File: src/rtl/mdu_pkg.sv
// mdu_pkg: shared encodings and constants for the multiply/divide unit.
`default_nettype none

package mdu_pkg;

   typedef enum logic [1:0] {
      OP_MULT  = 2'b00,
      OP_MULTU = 2'b01,
      OP_DIV   = 2'b10,
      OP_DIVU  = 2'b11
   } op_e;

   typedef enum logic [1:0] {
      S_IDLE = 2'd0,
      S_CALC = 2'd1,
      S_FIX  = 2'd2
   } state_e;

   localparam logic [31:0] DIV0_LO    = 32'hFFFF_FFFF;
   localparam int          ITER_COUNT = 32;

endpackage

`default_nettype wire

File: src/rtl/mdu_shift_core.sv
// mdu_shift_core: one iteration of shift-add multiply or restoring divide.
`default_nettype none

module mdu_shift_core (
   input  logic        is_div,
   input  logic [31:0] acc_hi,
   input  logic [31:0] acc_lo,
   input  logic [31:0] operand,
   output logic [31:0] next_hi,
   output logic [31:0] next_lo
);

   logic [32:0] sum;
   logic [32:0] shifted;
   logic [31:0] diff;

   always_comb begin
      sum     = {1'b0, acc_hi} + {1'b0, operand};
      shifted = {acc_hi, acc_lo[31]};
      // Remainder stays below the divisor, so the low 32 bits hold the exact difference.
      diff    = shifted[31:0] - operand;
      next_hi = acc_hi;
      next_lo = acc_lo;
      if (is_div) begin
         if (shifted >= {1'b0, operand}) begin
            next_hi = diff;
            next_lo = {acc_lo[30:0], 1'b1};
         end else begin
            next_hi = shifted[31:0];
            next_lo = {acc_lo[30:0], 1'b0};
         end
      end else if (acc_lo[0]) begin
         next_hi = sum[32:1];
         next_lo = {sum[0], acc_lo[31:1]};
      end else begin
         next_hi = {1'b0, acc_hi[31:1]};
         next_lo = {acc_hi[0], acc_lo[31:1]};
      end
   end

endmodule

`default_nettype wire

File: src/rtl/mul_div_unit.sv
// mul_div_unit: iterative 32-bit MULT/MULTU/DIV/DIVU with HI/LO registers.
// Define MDU_FAST_MUL_EN to compile in a single-cycle multiplier.
`default_nettype none

module mul_div_unit
   import mdu_pkg::*;
(
   input  logic        clk,
   input  logic        rst,
   input  logic        start,
   input  logic [1:0]  op,
   input  logic [31:0] rs_data,
   input  logic [31:0] rt_data,
   input  logic        hi_we,
   input  logic        lo_we,
   input  logic [31:0] wr_data,
   output logic        busy,
   output logic        done,
   output logic [31:0] hi,
   output logic [31:0] lo
);

   state_e      state, state_next;
   logic [4:0]  count;
   logic [31:0] acc_hi, acc_lo, operand_q, dividend_q;
   logic        is_div_q, neg_q, rem_neg_q, div0_q;
   logic [31:0] step_hi, step_lo;

   op_e         op_in;
   logic        accept, accept_iter, fast_mul;
   logic        is_signed, a_neg, b_neg;
   logic [31:0] mag_a, mag_b;
   logic [63:0] prod_fix;
   logic [31:0] q_fix, r_fix, res_hi, res_lo;

   assign op_in     = op_e'(op);
   assign busy      = (state != S_IDLE);
   assign accept    = start & ~busy;
   assign is_signed = (op_in == OP_MULT) || (op_in == OP_DIV);
   assign a_neg     = is_signed & rs_data[31];
   assign b_neg     = is_signed & rt_data[31];
   assign mag_a     = a_neg ? -rs_data : rs_data;
   assign mag_b     = b_neg ? -rt_data : rt_data;

`ifdef MDU_FAST_MUL_EN
   logic [63:0] ext_a, ext_b, fast_prod;
   assign ext_a     = {{32{a_neg}}, rs_data};
   assign ext_b     = {{32{b_neg}}, rt_data};
   assign fast_prod = ext_a * ext_b;
   assign fast_mul  = accept & ~op[1];
`else
   assign fast_mul  = 1'b0;
`endif

   assign accept_iter = accept & ~fast_mul;

   mdu_shift_core u_core (
      .is_div  (is_div_q),
      .acc_hi  (acc_hi),
      .acc_lo  (acc_lo),
      .operand (operand_q),
      .next_hi (step_hi),
      .next_lo (step_lo)
   );

   // Sign correction applied on the FIX cycle.
   always_comb begin
      prod_fix = neg_q ? -{acc_hi, acc_lo} : {acc_hi, acc_lo};
      q_fix    = neg_q ? -acc_lo : acc_lo;
      r_fix    = rem_neg_q ? -acc_hi : acc_hi;
      res_hi   = prod_fix[63:32];
      res_lo   = prod_fix[31:0];
      if (is_div_q) begin
         if (div0_q) begin
            res_hi = dividend_q;
            res_lo = DIV0_LO;
         end else begin
            res_hi = r_fix;
            res_lo = q_fix;
         end
      end
   end

   always_ff @(posedge clk) begin
      if (rst) state <= S_IDLE;
      else     state <= state_next;
   end

   always_comb begin
      state_next = state;
      case (state)
         S_IDLE:  if (accept_iter) state_next = S_CALC;
         S_CALC:  if (count == 5'd0) state_next = S_FIX;
         S_FIX:   state_next = S_IDLE;
         default: state_next = S_IDLE;
      endcase
   end

   always_ff @(posedge clk) begin
      if (rst) begin
         count      <= 5'd0;
         acc_hi     <= 32'd0;
         acc_lo     <= 32'd0;
         operand_q  <= 32'd0;
         dividend_q <= 32'd0;
         is_div_q   <= 1'b0;
         neg_q      <= 1'b0;
         rem_neg_q  <= 1'b0;
         div0_q     <= 1'b0;
         done       <= 1'b0;
         hi         <= 32'd0;
         lo         <= 32'd0;
      end else begin
         done <= 1'b0;
         if (!busy && hi_we) hi <= wr_data;
         if (!busy && lo_we) lo <= wr_data;
         case (state)
            S_IDLE: begin
               if (accept_iter) begin
                  count      <= 5'(ITER_COUNT - 1);
                  acc_hi     <= 32'd0;
                  acc_lo     <= mag_a;
                  operand_q  <= mag_b;
                  dividend_q <= rs_data;
                  is_div_q   <= op[1];
                  neg_q      <= a_neg ^ b_neg;
                  rem_neg_q  <= a_neg;
                  div0_q     <= (rt_data == 32'd0);
               end
`ifdef MDU_FAST_MUL_EN
               // Result write placed after direct writes so it wins on a shared edge.
               if (fast_mul) begin
                  hi   <= fast_prod[63:32];
                  lo   <= fast_prod[31:0];
                  done <= 1'b1;
               end
`endif
            end
            S_CALC: begin
               acc_hi <= step_hi;
               acc_lo <= step_lo;
               count  <= count - 5'd1;
            end
            S_FIX: begin
               hi   <= res_hi;
               lo   <= res_lo;
               done <= 1'b1;
            end
            default: ;
         endcase
      end
   end

endmodule

`default_nettype wire

File: config.mk
export PLATFORM = sky130hd
export DESIGN_NAME = mul_div_unit
export DESIGN_NICKNAME = d
export VERILOG_FILES = /design/src/rtl/mdu_pkg.sv /design/src/rtl/mdu_shift_core.sv /design/src/rtl/mul_div_unit.sv
export SDC_FILE = /design/constraint.sdc
export NUM_CORES = 1
export LEC_CHECK = 0
export ABC_AREA = 1
export ABC_CLOCK_PERIOD_IN_PS = 4800
export CAP_MARGIN = 30
export CORE_MARGIN = 2
export CORE_UTILIZATION = 25
export CTS_BUF_LIST = sky130_fd_sc_hd__clkbuf_16
export DETAILED_ROUTE_END_ITERATION = 10
export PLACE_DENSITY = 0.49
export SYNTH_ARGS = -nofsm -noshare
export SYNTH_HDL_FRONTEND = slang
export SYNTH_HIERARCHICAL = 1
export SYNTH_SLANG_ARGS = --single-unit
File: constraint.sdc
create_clock -name clk -period 4.8 [get_ports clk]
set_input_delay 0.96 -clock clk [delete_from_list [all_inputs] [get_ports clk]]
set_output_delay 0.96 -clock clk [all_outputs]
set_load 0.01 [all_outputs]
==> results.json <==
{
  "ys_warn_count": 6,
  "grt_pass1_wl_mm": 131,
  "skew_ns": 0.0303,
  "via_per_inst": 4.91,
  "min_path_type": "register to register",
  "end_kind": "register",
  "postCtsSetupRepairBufs": 0,
  "critical-path-max-stage-delay_ns": 0.54,
  "synthArstFlopShare_pct": 0,
  "initial_core_util_pct": 25.3,
  "first_global_vias": 20600,
  "placed_cells": 4527,
  "drt_wl_total_mm": 88.7,
  "synth.top_cell.area_share_pct": 21.2,
  "die_width_um": 282,
  "cp.required_ns": 5.20,
  "cp_max_fo": 22,
  "post_dp_cell_area_mm2": 0.0220,
  "cts_buffers": 25,
  "synthCells": 3436,
  "final_util_pct": 29.8,
  "finalMaxSlewViolations": 0,
  "setup.worst_path.class": "register to register",
  "postRouteAntennaNets": 0,
  "core_mm2": 0.0762,
  "cp.depth": 16,
  "synth_edf_count": 0,
  "num_rows": 101,
  "tns_ns": 0,
  "synth_area_per_cell_um2": 5.62,
  "vias": 22500,
  "synth_area_leader_cell": "dfxtp_1",
  "crit_path_start_kind": "register",
  "crit_family": "simple AND/OR/NAND/NOR gates",
  "h-tree-depth": 1,
  "gp_congestion": 0.982,
  "wl_met1_mm": 42.3,
  "numClockSinks": 204,
  "final_nets": 3700,
  "critPathArrivalTime_ns": 3.52,
  "ctsResizeCount": 0,
  "reg2regPathDepth": 16,
  "dieArea_mm2": 0.0794,
  "cts_hold_buf": 0,
  "clockPowerShare_pct": 25.2,
  "synth_area_mm2": 0.0193,
  "finalSetupViolCount": 0,
  "pwr-share-seq_pct": 30.1,
  "worstMarginPinSlew_ns": 0.961,
  "n_fill_cell": 8756,
  "min_period_over_period_pct": 65.0,
  "syn_nets": 3611,
  "netlist_top_cells_area": "dfxtp_1 21%, nand2_1 20%, inv_1 9.1%",
  "slew_headroom_pct": 35.8,
  "fmax_mhz": 321,
  "cts_tree": "built",
  "route.met3.wl_mm": 6.74,
  "p_sw_mw": 3.22,
  "top_layer_used": "met5",
  "antenna_found_initial": 4,
  "swShare_pct": 45.1,
  "drive_gt1_share_pct": 4.04,
  "p_comb_share_pct": 44.8,
  "r2r-start": "acc_lo[31]$_SDFFE_PP0P_",
  "drc": 0,
  "final_cells": 4575,
  "irDropWorstVdd_uv": 279,
  "cp_common_cell": "nand2_1",
  "cap_violations": 0,
  "clock-root-buffer": "clkbuf_16",
  "path_cells": "inv_1, ha_1, nand2_1, nor2_1, nand3_1, nor2_1, nand2_1, nand2_2, nor2_4, nand2_4, buf_4, nand2_1, nand3_1, nand2_1, a22oi_1, nor2_1",
  "portBuffers": 168,
  "clock_latency_ns": 0.58,
  "dr_wl_met2_mm": 38.0,
  "drt_iter0_drc": 2170,
  "cts_buffer_depth": 3,
  "finalHoldViolCount": 0,
  "hpwl_mm": 70.9,
  "clk_pin_slew_ns": 0.06,
  "area_delta_synth_final_pct": 17.8,
  "r2r-end": "acc_hi[15]$_SDFFE_PP0P_",
  "final_area_mm2": 0.0227,
  "critPathBufInv": 2,
  "rsz0062_at_grt": "false",
  "internal_power_mw": 3.92,
  "ios": 169,
  "rrSetupSlack_ns": 1.68,
  "min_period_ns": 3.12,
  "crit_end": "acc_hi[15]$_SDFFE_PP0P_",
  "grt.total_usage_pct": 21.7,
  "p_leak_nw": 10.9,
  "dieHeight_um": 282,
  "startpoint": "acc_lo[31]$_SDFFE_PP0P_",
  "synthFlopType": "dfxtp_1",
  "synth_seq_area_share_pct": 21.2,
  "outcome": "finished clean",
  "powerDensity_mw_per_mm2": 314,
  "ys_ff_latch": 204,
  "grt-ovfl-total": 0,
  "synth_cell_type_count": 59,
  "crit_slowest_cell": "dfxtp_1",
  "drt_pass1_iterations": 6,
  "fin_total_pwr_mw": 7.15,
  "avgRoutedWirePerCell_um": 19.4,
  "grt_max_degree": 100
}
## sequential cells by signal, summed over array words and instances, names as in the netlist, 2 cells and up
| register | count |
|---|---|
| lo | 32 |
| operand_q | 32 |
| acc_lo | 32 |
| acc_hi | 32 |
| hi | 32 |
| count | 5 |
| state | 2 |
| dividend_q | 32 |
## kinds of logic (layout without fill, tap and decap cells)
family / after synthesis / in the layout / share of synthesized area, %
AOI/OAI and AO/OA: 678 / 678 / 19.9
xor gates and xnor gates: 54 / 54 / 2.45
adders and majority gates: 72 / 72 / 4.75
buffers and inverters: 618 / 723 / 12.6
DFF: 204 / 204 / 21.2
other: 0 / 4 / 0
and+or+nand+nor: 1810 / 1810 / 39.2
## worst reg2reg max path, cell delays in order, from the launching register on
cell,delay [ns]
dfxtp_1,0.54
inv_1,0.17
ha_1,0.35
nand2_1,0.07
nor2_1,0.31
nand3_1,0.14
nor2_1,0.12
nand2_1,0.07
nand2_2,0.09
nor2_4,0.05
nand2_4,0.18
buf_4,0.31
nand2_1,0.11
nand3_1,0.07
nand2_1,0.12
a22oi_1,0.19
nor2_1,0.07
## how the worst min path moves through the flow
| stage | depth (start not counted) | slack [ns] | endpoint | from |
|---|---|---|---|---|
| floorplan | 2 | 0.43 | dividend_q[18]$_SDFFE_PP0P_ | dividend_q[18]$_SDFFE_PP0P_ |
| global placement | 2 | 0.44 | dividend_q[8]$_SDFFE_PP0P_ | dividend_q[8]$_SDFFE_PP0P_ |
| detailed placement | 2 | 0.45 | dividend_q[8]$_SDFFE_PP0P_ | dividend_q[8]$_SDFFE_PP0P_ |
| CTS | 2 | 0.46 | dividend_q[8]$_SDFFE_PP0P_ | dividend_q[8]$_SDFFE_PP0P_ |
| global route | 2 | 0.48 | dividend_q[12]$_SDFFE_PP0P_ | dividend_q[12]$_SDFFE_PP0P_ |
| finish | 2 | 0.46 | dividend_q[8]$_SDFFE_PP0P_ | dividend_q[8]$_SDFFE_PP0P_ |
## metrics by stage
stage | setup WS [ns] | hold slack (ns)
final | 1.68 | 0.462
after global routing | 1.43 | 0.483
after CTS | 1.73 | 0.459
after detailed placement | 1.49 | 0.450
after global placement | 1.51 | 0.442
after floorplan | 2.38 | 0.427
## Yosys cell counts (all sizes together), types with 19 or more instances
cell / n
nor2: 410
xor2: 33
ha: 70
buf: 57
nand4: 30
dfxtp: 204
a211oi: 19
inv: 473
nor3: 38
nand2: 1021
o21ai: 252
a31oi: 22
nand3: 278
a21oi: 264
a22oi: 51
clkbuf: 82
xnor2: 21
## metal layers
metal  global-route usage (%)  up-vias
li1                         -    11300
met1                     31.5    10300
met2                     33.2      801
met3                     4.04       75
met4                     4.39        2
met5                        0        -
## placed cells by master (no fill, tap or decap), drive strengths merged, types with 2 or more instances in the layout
cell           instances
o21ai                252
buf                   33
nor4                   9
inv                  476
o211ai                14
o21bai                 9
o221ai                12
o2111ai                2
clkinv                19
nand2               1021
diode                  4
a22oi                 51
fa                     2
dfxtp                204
a31oi                 22
or2                    7
o21a                  10
a221oi                 2
nor2                 410
clkdlybuf4s50        167
and2                   6
a211oi                19
nand3                278
nand3b                 9
a21oi                264
a21boi                 3
xor2                  33
a41oi                  2
nand4                 30
clkbuf                26
o31ai                  9
ha                    70
xnor2                 21
nor3                  38
## area by class of cell
type	instances	area [um^2]	share of cell area, %
inverter	479	1800	7.91
antenna	4	10.0	0.0440
clock buffer	25	626	2.75
sequential	204	4090	18.0
timing repair buffer	201	1990	8.75
clock inverter	18	116	0.512
multi-input combinational	2614	12800	56.4
tap	1030	1290	5.67
## power groups by stage
stage,registers [mW],clock network (mW),logic [mW]
after CTS,2.14,1.84,3.15
after floorplan,2.07,0,2.06
after detailed placement,2.18,0,3.14
after global routing,2.17,1.90,3.55
after global placement,2.18,0,3.14
final,2.15,1.80,3.20
Note: power is estimated with default switching activity, not from simulation.
